`config.mk`:
```
export PLATFORM = sky130hd
export DESIGN_NAME = imm_materializer
export DESIGN_NICKNAME = d
export VERILOG_FILES = /design/src/rtl/imm_materializer.sv
export SDC_FILE = /design/constraint.sdc
export NUM_CORES = 1
export LEC_CHECK = 0
export ABC_AREA = 1
export ABC_CLOCK_PERIOD_IN_PS = 4100
export CORE_UTILIZATION = 55
export CTS_BUF_LIST = sky130_fd_sc_hd__clkbuf_2 sky130_fd_sc_hd__clkbuf_4 sky130_fd_sc_hd__clkbuf_8
export CTS_CLUSTER_SIZE = 24
export DETAILED_ROUTE_END_ITERATION = 8
export PLACE_DENSITY = 0.91
export SLEW_MARGIN = 20
export SYNTH_ARGS = -nofsm -noshare
export SYNTH_HDL_FRONTEND = slang
export SYNTH_SLANG_ARGS = --single-unit
export TNS_END_PERCENT = 50
```
`constraint.sdc`:
```
create_clock -name clk -period 4.1 [get_ports clk]
set_input_delay 0.82 -clock clk [delete_from_list [all_inputs] [get_ports clk]]
set_output_delay 0.82 -clock clk [all_outputs]
set_load 0.02 [all_outputs]
```
`src/rtl/imm_materializer.sv`:
```
// Turns a (rd, 16-bit constant, byte mask) request into an LLB/LHB instruction pair.
// The low byte is always issued first; each word is held until the consumer takes it.
module imm_materializer #(
  parameter logic [3:0]  LLB_OPCODE = 4'hB,
  parameter logic [3:0]  LHB_OPCODE = 4'hA,
  parameter int unsigned CNT_W      = 16
) (
  input  logic             clk,
  input  logic             rst,
  input  logic             req_valid,
  output logic             req_ready,
  input  logic [3:0]       req_rd,
  input  logic [15:0]      req_value,
  input  logic [1:0]       req_mask,
  output logic             instr_valid,
  input  logic             instr_ready,
  output logic [15:0]      instr,
  output logic             done,
  output logic             busy,
  output logic [CNT_W-1:0] issued_count
);

  typedef enum logic [1:0] {StIdle, StIssueLo, StIssueHi} state_e;

  localparam logic [CNT_W-1:0] CntOne = CNT_W'(1);

  state_e     state_q;
  logic [3:0] rd_q;
  logic [7:0] hi_byte_q;
  logic       want_hi_q;

  // The low word is built straight from the request so it is valid the cycle after accept;
  // only what the high word needs is kept.
  always_ff @(posedge clk) begin
    if (rst) begin
      state_q      <= StIdle;
      rd_q         <= 4'h0;
      hi_byte_q    <= 8'h00;
      want_hi_q    <= 1'b0;
      req_ready    <= 1'b1;
      instr_valid  <= 1'b0;
      instr        <= 16'h0000;
      done         <= 1'b0;
      busy         <= 1'b0;
      issued_count <= '0;
    end else begin
      done <= 1'b0;
      unique case (state_q)
        StIdle: begin
          if (req_valid && req_ready) begin
            rd_q      <= req_rd;
            hi_byte_q <= req_value[15:8];
            want_hi_q <= req_mask[1];
            if (req_mask[0]) begin
              state_q     <= StIssueLo;
              instr       <= {LLB_OPCODE, req_rd, req_value[7:0]};
              instr_valid <= 1'b1;
              req_ready   <= 1'b0;
              busy        <= 1'b1;
            end else if (req_mask[1]) begin
              state_q     <= StIssueHi;
              instr       <= {LHB_OPCODE, req_rd, req_value[15:8]};
              instr_valid <= 1'b1;
              req_ready   <= 1'b0;
              busy        <= 1'b1;
            end else begin
              // Empty mask: nothing to emit, just acknowledge completion.
              done <= 1'b1;
            end
          end
        end
        StIssueLo: begin
          if (instr_ready) begin
            issued_count <= issued_count + CntOne;
            if (want_hi_q) begin
              state_q <= StIssueHi;
              instr   <= {LHB_OPCODE, rd_q, hi_byte_q};
            end else begin
              state_q     <= StIdle;
              instr_valid <= 1'b0;
              req_ready   <= 1'b1;
              busy        <= 1'b0;
              done        <= 1'b1;
            end
          end
        end
        StIssueHi: begin
          if (instr_ready) begin
            issued_count <= issued_count + CntOne;
            state_q      <= StIdle;
            instr_valid  <= 1'b0;
            req_ready    <= 1'b1;
            busy         <= 1'b0;
            done         <= 1'b1;
          end
        end
        default: state_q <= StIdle;
      endcase
    end
  end

endmodule

```
==> flow_metrics.env <==
export IMPL_critPathCaptureType="flop"
export IMPL_status="finished clean"
export IMPL_crit_arrival_ns=2.43
export IMPL_diodes=0
export IMPL_setup_worst_path_start_class="primary input"
export IMPL_cts_tree="built"
export IMPL_portBuffers=60
export IMPL_ff_latch_area_um2=961
export IMPL_ir_worst_vdd_mv=0.310
export IMPL_grt_pass1_vias=2258
export IMPL_worst_path_buf_inv=2
export IMPL_cts_hold_buffers=0
export IMPL_worstMarginPinSlew_ns=0.826
export IMPL_syn_num_nets=392
export IMPL_grt_start_max_net_pins=28
export IMPL_setup_viol=0
export IMPL_drt_iter0_markers=161
export IMPL_rsz0062_at_grt="false"
export IMPL_stdcell_count=463
export IMPL_clk_pin_slew_worst_paths_ns=0.09
export IMPL_syn_inst=359
export IMPL_critical_path_class="primary input to flop"
export IMPL_cp_required_ns=4.31
export IMPL_grt_pass1_wl_um=9210
export IMPL_die_h_um=68.9
export IMPL_seq_area_frac_synth_pct=39.1
export IMPL_cts_htree_levels=2
export IMPL_hold_path_startpoint="rd_q[3]$_SDFFE_PP0P_"
export IMPL_p_int_mw=1.16
export IMPL_finalSetupTns_ns=0
export IMPL_p_per_area_nw_per_um2=627
export IMPL_n_fill_cell=349
export IMPL_cts_root_buf="clkbuf_8"
export IMPL_start_util_pct=59.3
export IMPL_area_delta_synth_final_pct=28.7
export IMPL_die_area_um2=4740
export IMPL_row_count=23
export IMPL_cp_slowest_cell="clkdlybuf4s50_1"
export IMPL_clock_skew_ns=0.00695
export IMPL_synth_area_top_cells="dfxtp_1 (39%), nand2_1 (16%), nor2_1 (8.2%), nand3_1 (6.1%), inv_1 (4.0%)"
export IMPL_wirelength_um=5890
export IMPL_ant_nets=0
export IMPL_ys_types=33
export IMPL_path_cells="clkdlybuf4s50_1 -> clkinv_1 -> nand2_1 -> nand3_1 -> o21ai_1 -> nand2_1 -> nand2_1 -> nor2_1"
export IMPL_ys_warn_count=0
export IMPL_hp_class="flop to flop"
export IMPL_period_share_pct=54.2
export IMPL_preCtsSetupSlack_ns=1.56
export IMPL_cp_common_cell="nand2_1"
export IMPL_startpoint="req_mask[0]"
export IMPL_slew_viol_final=0
export IMPL_period_minus_slack_ns=2.22
export IMPL_yosys_register_bits=48
export IMPL_hold_violations=0
export IMPL_routed_via_count=2495
export IMPL_clockBufferDepth=2
export IMPL_die_w_um=68.9
export IMPL_wire_per_inst_um=12.7
export IMPL_cts_num_sinks=48
export IMPL_clk_latency_ns=0.30
export IMPL_power_switching_uw=821
export IMPL_dr_pass1_iters=5
export IMPL_syn_area_um2=2460
export IMPL_max_freq_mhz=450
export IMPL_antenna_found_initial=0
export IMPL_synth_top_area_cell="dfxtp_1"
export IMPL_final_cell_mix="nand2_1 (105), clkdlybuf4s50_1 (60), nor2_1 (54)"
export IMPL_grt_overflow_total=0
export IMPL_cap_violations=0
export IMPL_leakage_nw=1.33
export IMPL_pwr_share_clk_pct=18.7
export IMPL_drive_gt1_share_pct=6.78
export IMPL_postCtsSetupBuffers=0
export IMPL_r2r_start="state_q[1]$_SDFFE_PP0P_"
export IMPL_io_pins=62
export IMPL_cp_max_fo=12
export IMPL_num_nets_final=445
export IMPL_cts_made_buffers=5
export IMPL_relSlewSlack_pct=44.9
export IMPL_via_per_inst=5.39
export IMPL_path_delay_family="buffers and inverters"
export IMPL_yosys_area_top_type_share_pct=39.1
export IMPL_layout_commonest_cell="nand2_1"
export IMPL_multi_input_area_um2=1290
export IMPL_swShare_pct=41.4
export IMPL_postLayoutSetupSlackWorst_ns=1.88
export IMPL_slowest_delay_ns=0.73
export IMPL_placedCellCount=455
export IMPL_core_area_um2=4140
export IMPL_cts_resized=0
export IMPL_pwr_share_comb_pct=49.5
export IMPL_gp_congestion=0.841
export IMPL_post_dp_hpwl_um=4170
export IMPL_syn_area_per_cell_um2=6.85
export IMPL_drc_errors=0
export IMPL_grt_total_usage_pct=26.2
export IMPL_pwr_share_seq_pct=31.7
[path summary, 6_finish.rpt]
check | end | slack, ns | cells past startpoint
worst max-delay path | instr[2]$_SDFFE_PP0P_ | 1.88 | 8
worst min-delay path | rd_q[3]$_SDFFE_PP0P_ | 0.47 | 2
worst max register to register | instr[11]$_SDFFE_PP0P_ | 2.11 | 8
worst min register to register | rd_q[3]$_SDFFE_PP0P_ | 0.47 | 2
[worst register-to-register path: stages (launching register included)]
cell     delay [ns]
dfxtp_1        0.34
inv_1          0.14
ha_1           0.54
or2_4          0.24
nand3_4        0.09
nor2_8         0.30
nand2_1        0.11
nand2_1        0.07
nor2_1         0.05
[metrics by stage]
| stage | area [µm²] | util, % | hold slack [ns] | power [mW] |
|---|---|---|---|---|
| 6_report | 3160 | 76.3 | 0.469 | 1.98 |
| 5_1_grt | 3160 | 76.3 | 0.482 | 2.12 |
| 4_1_cts | 3160 | 76.3 | 0.473 | 1.99 |
| 3_5_place_dp | 3040 | 73.3 | 0.455 | 1.61 |
| 3_3_place_gp | 3040 | 73.3 | 0.448 | 1.58 |
| 2_1_floorplan | 2460 | - | 0.438 | 1.39 |
[power by group through the flow]
stage          Clock (mW)  Sequential (mW)  Combinational [mW]
2_1_floorplan           0            0.704               0.685
3_3_place_gp            0            0.635               0.945
3_5_place_dp            0            0.640               0.973
4_1_cts             0.377            0.630               0.981
5_1_grt             0.390            0.643                1.09
6_report            0.371            0.629               0.982
[state kept, by name, indices dropped and copies added (netlist names)]
register,flops
done,1
want_hi_q,1
instr,14
state_q,2
req_ready,1
hi_byte_q,8
issued_count,16
busy,1
rd_q,4
[Yosys cell counts, drive strengths merged]
cell / number
clkbuf: 7
xor2: 2
clkinv: 1
nor3b: 1
a21oi: 19
ha: 7
a22oi: 1
dfxtp: 48
nand4: 8
inv: 30
or2: 2
conb: 1
o21ai: 15
nand2: 106
nand3: 32
mux2i: 4
o21bai: 2
buf: 8
nor2: 63
nor3: 2
[per-layer routing]
metal	vias to the layer above	GRT usage [%]	routed length, µm
met2	96	49.6	3060
li1	1249	-	-
met3	10	6.25	367
met1	1140	26.5	2370
met5	-	0	0
met4	0	12.5	91
[cell type report]
type                    count  area share, %
flip-flops and latches     48           30.4
repair buffers             61           19.2
clock inverters             1          0.949
clock buffers               7           3.05
inverters                  31           3.68
multi-input cells         265           40.7
well taps                  50           1.98
[cells by family (layout without fill, tap and decap cells)]
group | count (synthesis) | in the layout | share of synthesized area [%]
compound gates | 37 | 37 | 7.99
xor+xnor | 2 | 2 | 0.713
fa+ha+maj | 7 | 7 | 3.56
buf+inv | 46 | 100 | 8.50
flops | 48 | 48 | 39.1
mux | 4 | 4 | 1.63
other cells | 1 | 1 | 0.153
simple gates | 214 | 214 | 38.4
(Power assumes the default switching activity.)
